<file path="src/rtl/logic_fifo_sync.sv">
// Single-clock AXI4-Stream FIFO with a registered first-word-fall-through output,
// any capacity >= 2, occupancy count, threshold flags and synchronous flush.
module logic_fifo_sync #(
    parameter int WIDTH        = 1,
    parameter int CAPACITY     = 16,
    parameter int ALMOST_FULL  = CAPACITY - 1,
    parameter int ALMOST_EMPTY = 1,
    parameter int USEDW_WIDTH  = $clog2(CAPACITY + 1)
) (
    input  logic                   aclk,
    input  logic                   sreset,
    input  logic                   flush,
    input  logic                   rx_tvalid,
    input  logic [WIDTH-1:0]       rx_tdata,
    output logic                   rx_tready,
    output logic                   tx_tvalid,
    output logic [WIDTH-1:0]       tx_tdata,
    input  logic                   tx_tready,
    output logic [USEDW_WIDTH-1:0] usedw,
    output logic                   almost_full,
    output logic                   almost_empty
);

    localparam int PW = $clog2(CAPACITY);

    generate
        if (CAPACITY < 2) begin : g_drc_cap
            $error("logic_fifo_sync: CAPACITY must be >= 2");
        end
        if (ALMOST_FULL < 1 || ALMOST_FULL > CAPACITY) begin : g_drc_af
            $error("logic_fifo_sync: ALMOST_FULL out of range");
        end
        if (ALMOST_EMPTY < 0 || ALMOST_EMPTY >= CAPACITY) begin : g_drc_ae
            $error("logic_fifo_sync: ALMOST_EMPTY out of range");
        end
    endgenerate

    logic [WIDTH-1:0]       mem [CAPACITY];
    logic [PW-1:0]          wr_ptr;
    logic [PW-1:0]          rd_ptr;
    logic [USEDW_WIDTH-1:0] mem_cnt;
    logic [USEDW_WIDTH-1:0] usedw_next;
    logic                   acc;
    logic                   del;
    logic                   out_free;
    logic                   mem_has;
    logic                   bypass;
    logic                   mem_wr;
    logic                   mem_rd;

    function automatic logic [PW-1:0] ptr_inc(input logic [PW-1:0] p);
        return (p == PW'(CAPACITY - 1)) ? '0 : p + PW'(1);
    endfunction

    assign acc      = rx_tvalid && rx_tready;
    assign del      = tx_tvalid && tx_tready;
    // usedw includes the output register; storage holds the rest
    assign mem_cnt  = usedw - USEDW_WIDTH'(tx_tvalid);
    assign out_free = !tx_tvalid || del;
    assign mem_has  = (mem_cnt != '0);
    // an empty FIFO loads the incoming word straight into the output register
    assign bypass   = acc && out_free && !mem_has;
    assign mem_wr   = acc && !bypass;
    assign mem_rd   = out_free && mem_has;

    always_comb begin
        usedw_next = usedw;
        if (acc && !del) begin
            usedw_next = usedw + USEDW_WIDTH'(1);
        end else if (!acc && del) begin
            usedw_next = usedw - USEDW_WIDTH'(1);
        end
    end

    always_ff @(posedge aclk) begin
        if (sreset) begin
            wr_ptr       <= '0;
            rd_ptr       <= '0;
            usedw        <= '0;
            rx_tready    <= 1'b0;
            tx_tvalid    <= 1'b0;
            almost_full  <= 1'b0;
            almost_empty <= 1'b1;
        end else if (flush) begin
            wr_ptr       <= '0;
            rd_ptr       <= '0;
            usedw        <= '0;
            rx_tready    <= 1'b1;
            tx_tvalid    <= 1'b0;
            almost_full  <= 1'b0;
            almost_empty <= 1'b1;
        end else begin
            if (mem_wr) begin
                wr_ptr <= ptr_inc(wr_ptr);
            end
            if (mem_rd) begin
                rd_ptr <= ptr_inc(rd_ptr);
            end
            if (out_free) begin
                tx_tvalid <= mem_has || acc;
            end
            usedw        <= usedw_next;
            rx_tready    <= usedw_next < USEDW_WIDTH'(CAPACITY);
            almost_full  <= usedw_next >= USEDW_WIDTH'(ALMOST_FULL);
            almost_empty <= usedw_next <= USEDW_WIDTH'(ALMOST_EMPTY);
        end
    end

    always_ff @(posedge aclk) begin
        if (!sreset && !flush) begin
            if (mem_wr) begin
                mem[wr_ptr] <= rx_tdata;
            end
            if (out_free) begin
                tx_tdata <= mem_has ? mem[rd_ptr] : rx_tdata;
            end
        end
    end

endmodule
</file>
<file path="config.mk">
export PLATFORM = sky130hd
export DESIGN_NAME = logic_fifo_sync
export DESIGN_NICKNAME = d
export VERILOG_FILES = /design/src/rtl/logic_fifo_sync.sv
export SDC_FILE = /design/constraint.sdc
export NUM_CORES = 1
export LEC_CHECK = 0
export CAP_MARGIN = 5
export CORE_MARGIN = 5
export CORE_UTILIZATION = 55
export CTS_BUF_LIST = sky130_fd_sc_hd__clkbuf_4 sky130_fd_sc_hd__clkbuf_8 sky130_fd_sc_hd__clkbuf_16
export DETAILED_ROUTE_END_ITERATION = 7
export MAX_ROUTING_LAYER = met4
export PLACE_DENSITY_LB_ADDON = 0.12
export SLEW_MARGIN = 20
export SYNTH_ARGS = -nofsm -noshare
export SYNTH_HDL_FRONTEND = slang
export SYNTH_SLANG_ARGS = --single-unit
</file>
<file path="constraint.sdc">
create_clock -name aclk -period 4.5 [get_ports aclk]
set_clock_uncertainty 0.15 [all_clocks]
set_input_delay 1.125 -clock aclk [delete_from_list [all_inputs] [get_ports aclk]]
set_output_delay 1.125 -clock aclk [all_outputs]
set_load 0.02 [all_outputs]
</file>
# After elaboration in Yosys (flattened, before gate mapping)
# Memory sizes are Yosys's and may differ from the RTL's. A register that Yosys moved wholly into a read port is not among the register bits.
# Cells that the tools add are included.
[word_totals] word_cells=51 output_inout_bits=10 reg_bits=18 ram_bits=16 in_bits=6 memories=1
[memory_table] name="mem" words=16 width=1 read_ports=1 rd_ports_with_merged_regs=1 wr=1 line="38" rtl="logic [WIDTH-1:0] mem [CAPACITY];"
[op_classes] mux=11 n_eq_ne=2 n_reduce_logical=21 addsub=5 magnitude_cmp=3
[ops] operator="$mux 4" n=4
[ops] operator="$mux 5" n=2
[ops] operator="$logic_and 1x1->1" n=9
[ops] operator="$add 4x1->4 const B" n=2
[ops] operator="$eq 4x4->1 const B" n=2
[ops] operator="$logic_not 1->1" n=7
[ops] operator="$add 5x1->5 const B" n=1
[ops] operator="$ge 5x4->1 const B" n=1
[ops] operator="$le 5x1->1 const B" n=1
[ops] operator="$lt 5x5->1 const B" n=1
[ops] operator="$mux 1" n=5
[ops] operator="$reduce_bool 5->1" n=1
[ops] operator="$sub 5x1->5" n=1
[ops] operator="$sub 5x1->5 const B" n=1
[ops] operator="$logic_or 1x1->1" n=2
[ops] operator="$reduce_and 2->1" n=1
[ops] operator="$reduce_or 2->1" n=1

# Longest topological paths before layout
[logic_depth] ltp_word=9 ltp_mapped=8 ltp_nobuf=7

# Worst setup path after synthesis
# Ideal clock, no wire load.
[synth_timing] kind="input port to flip-flop" from="input port tx_tready" to="memory mem[3] (enable)" n_path_buf=1 path_slack_ns=2.034 t_arrival_ns=2.003 stages=5 required_time_ns=4.038 setup_ns=0.312 path_cell_list="nand2b_1 -> a31oi_1 -> buf_2 -> nand3_1 -> nor3_1"
[synth_via] elab_chain_cells=9
[synth_lines] element="start: declaration" line="18" rtl="input logic tx_tready,"
[synth_lines] element="$logic_and 1x1->1" line="56" rtl="assign del = tx_tvalid && tx_tready;"
[synth_lines] element="$logic_or 1x1->1" line="59" rtl="assign out_free = !tx_tvalid || del;"
[synth_lines] element="$logic_and 1x1->1 (2 in a row)" line="62" rtl="assign bypass = acc && out_free && !mem_has;"
[synth_lines] element="$logic_not 1->1" line="63" rtl="assign mem_wr = acc && !bypass;"
[synth_lines] element="$logic_and 1x1->1" line="63"
[synth_lines] element="$mux 1" line="111" rtl="if (mem_wr) begin"
[synth_lines] element="$mux 1" line="110" rtl="if (!sreset && !flush) begin"
[synth_lines] element="$mux 1 (implied by the code)" line="112" rtl="mem[wr_ptr] <= rx_tdata;"
[synth_lines] element="end: declaration" line="38"
# Every way passes these cells.

# Worst setup path in the final report
# Same ends and word-level chain as after synthesis.

==> flow_metrics.py <==
metrics = {
    "synth": {
        "yosys.area_share.simple_pct": 18.0,
        "synth_most_common_cell": "nor2_1",
        "synthCells": 165,
        "ys_top_cells_by_area": "edfxtp_1, dfxtp_1, nor2_1",
        "yosysTopAreaCellShare_pct": 29.1,
        "yosys_warnings": 0,
        "yosysUniqueCellTypes": 40,
        "syn_area_um2": 1750,
        "ys_seq_elements": 38,
        "synth_xor_area_share_pct": 4.00,
        "synth_compound_area_share_pct": 9.99,
        "synth_top_area_cell": "edfxtp_1",
        "synth_top_family_by_area": "simple AND/OR/NAND/NOR gates",
        "synthTopCellsByCount": "nor2_1, dfxtp_1, edfxtp_1",
        "synth_edf_count": 17,
        "synth_fa_ha_area_share_pct": 6.28,
        "syn-mean-instance-area_um2": 10.6,
        "synth_mux_area_share_pct": 5.71,
        "synth_seq_area_share_pct": 53.1,
        "ys_async_sr_fraction_pct": 0,
        "syn_nets": 179,
        "ys.flop_type": "dfxtp_1",
    },
    "timing": {
        "fin_crit_sh_pct": 70.7,
        "drv_slew": 0,
        "fin_crit_ns": 3.18,
        "finalSetupViolCount": 0,
        "grt_setup_unrepaired": "false",
        "relSlewSlack_pct": 41.2,
        "totalNegativeSetupSlack_ns": 0,
        "fin_hold_ws_ns": 0.366,
        "max_freq_mhz": 314,
        "hold_violations": 0,
        "worst_slew_pin_slew_ns": 0.877,
    },
    "routing": {
        "num_vias": 1221,
        "first_iter_violations": 57,
        "dr.pass1.iters": 5,
        "avgViaCountPerCell": 5.43,
        "wl_per_cell_um": 14.1,
        "wirelength_mm": 3.18,
        "drc_errors": 0,
        "ant_nets": 0,
    },
    "floorplanning": {
        "core_um2": 3050,
        "start_util_pct": 57.4,
        "die_x_um": 66.5,
        "io_pins": 16,
        "row_count": 20,
        "die_h_um": 66.5,
        "dieArea_um2": 4420,
    },
    "cells_and_area": {
        "num-fill-cells": 267,
        "area_growth_pct": 15.7,
        "nets": 194,
        "antenna-diode-count": 0,
        "drive_above_1_share_pct": 7.18,
    },
    "setup_path": {
        "critPathLaunchType": "input port",
        "r2r_cells": 6,
        "crit_fanout": 11,
        "criticalPathCategory": "input port to flip-flop",
        "cp.arrival_ns": 3.07,
        "crit_required_ns": 4.39,
        "cp-end-kind": "flip-flop",
    },
    "cts": {
        "cts_htree_levels": 2,
        "post_cts_resized": 0,
        "clock_latency_ns": 0.35,
        "hold_buffers": 0,
        "cts_num_sinks": 38,
        "cts-root-buf": "clkbuf_4",
        "cts_buffer_depth": 2,
        "cts_made_buffers": 5,
        "clk_pin_slew_worst_paths_ns": 0.12,
        "cts_setup_buffers": 0,
        "cts_tree": "done",
    },
    "global_routing": {
        "grt-ovfl-total": 0,
        "grt_pass1_vias": 1195,
        "grt_max_degree": 19,
        "grt_pass1_wl_mm": 5.60,
        "grt_use_total_pct": 17.5,
        "antenna_found_initial": 0,
    },
    "outcome": {
        "status": "complete, no violations",
    },
    "place": {
        "place_hpwl_mm": 2.33,
        "routabilityCongestion": 0.813,
        "numPortBuffers": 15,
    },
    "hold_path": {
        "worstHoldPathCells": 2,
        "hold_path_class": "flip-flop to flip-flop",
    },
    "power": {
        "ir_drop_uv": 218,
        "power.density_nw_per_um2": 354,
        "p_leak_nw": 0.700,
    },
    "job": {
        "timing.max_cap.violations": 0,
    },
}
power by group:
group	internal, mW	switching, mW	leakage, nW
logic	0.0284	0.0389	0.320
clock network	0.166	0.111	0.0567
registers	0.367	0.00635	0.323
stage by stage:
step / std cells / instance area [um^2] / total power [mW] / worst slack [ns] / utilization, %
after global routing: 225 / 2030 / 0.750 / 1.02 / 66.4
final: 225 / 2030 / 0.717 / 1.32 / 66.4
after CTS: 225 / 2030 / 0.723 / 1.33 / 66.4
after global placement: 217 / 1920 / 0.446 / 1.06 / 63.0
after floorplan: 165 / 1750 / 0.424 / 2.03 / -
after detailed placement: 217 / 1920 / 0.448 / 0.958 / 63.0
layout make-up:
cell class,count,area [um^2],share of cell area [%]
multi-input combinational,116,771,38.0
tap,44,55.1,2.71
clock inverter,1,30.0,1.48
sequential,38,931,45.9
inverter,4,15.0,0.740
timing repair buffer,15,150,7.40
clock buffer,7,76.3,3.76
layer usage:
metal | up-vias | part of all wire, % | track usage [%]
li1 | 625 | - | -
met1 | 570 | 46 | 21.7
met2 | 20 | 48 | 26.8
met3 | 6 | 4.4 | 5.90
met4 | 0 | 1.7 | 6.09
met5 | - | 0 | -
cell usage in the layout, fill, tap and decap left out, types with 2 or more instances in the layout:
cell / n
nand2_1: 12
dfxtp_1: 21
nor2_1: 28
a41oi_1: 2
ha_1: 8
xnor2_1: 4
mux4_1: 3
nand3_1: 8
clkbuf_4: 5
nor3_1: 6
xor2_1: 4
a22oi_1: 2
or2_2: 2
a21oi_1: 10
inv_1: 4
o21ai_0: 2
a31oi_1: 3
or3_1: 2
clkdlybuf4s50_1: 15
nand2b_1: 3
edfxtp_1: 17
kinds of logic after synthesis:
group / after synthesis
DFF: 38
buffers and inverters: 11
adders and majority gates: 9
AOI/OAI and AO/OA: 26
xor gates and xnor gates: 8
muxes: 5
and+or+nand+nor: 68
final timing paths:
check,to,start,slack (ns)
setup / recovery,mem[3],tx_tready,1.32
hold reg to reg,flip-flop,rd_ptr[1],0.37
setup reg to reg,mem[3],usedw[0],1.94
hold / removal,flip-flop,rd_ptr[1],0.37
critical path, stage by stage:
cell	delay [ns]
clkdlybuf4s50_1	0.47
nand2b_1	0.24
a31oi_1	0.71
nand3_1	0.27
nor3_1	0.25
Note: power is estimated with default switching activity, not from simulation.
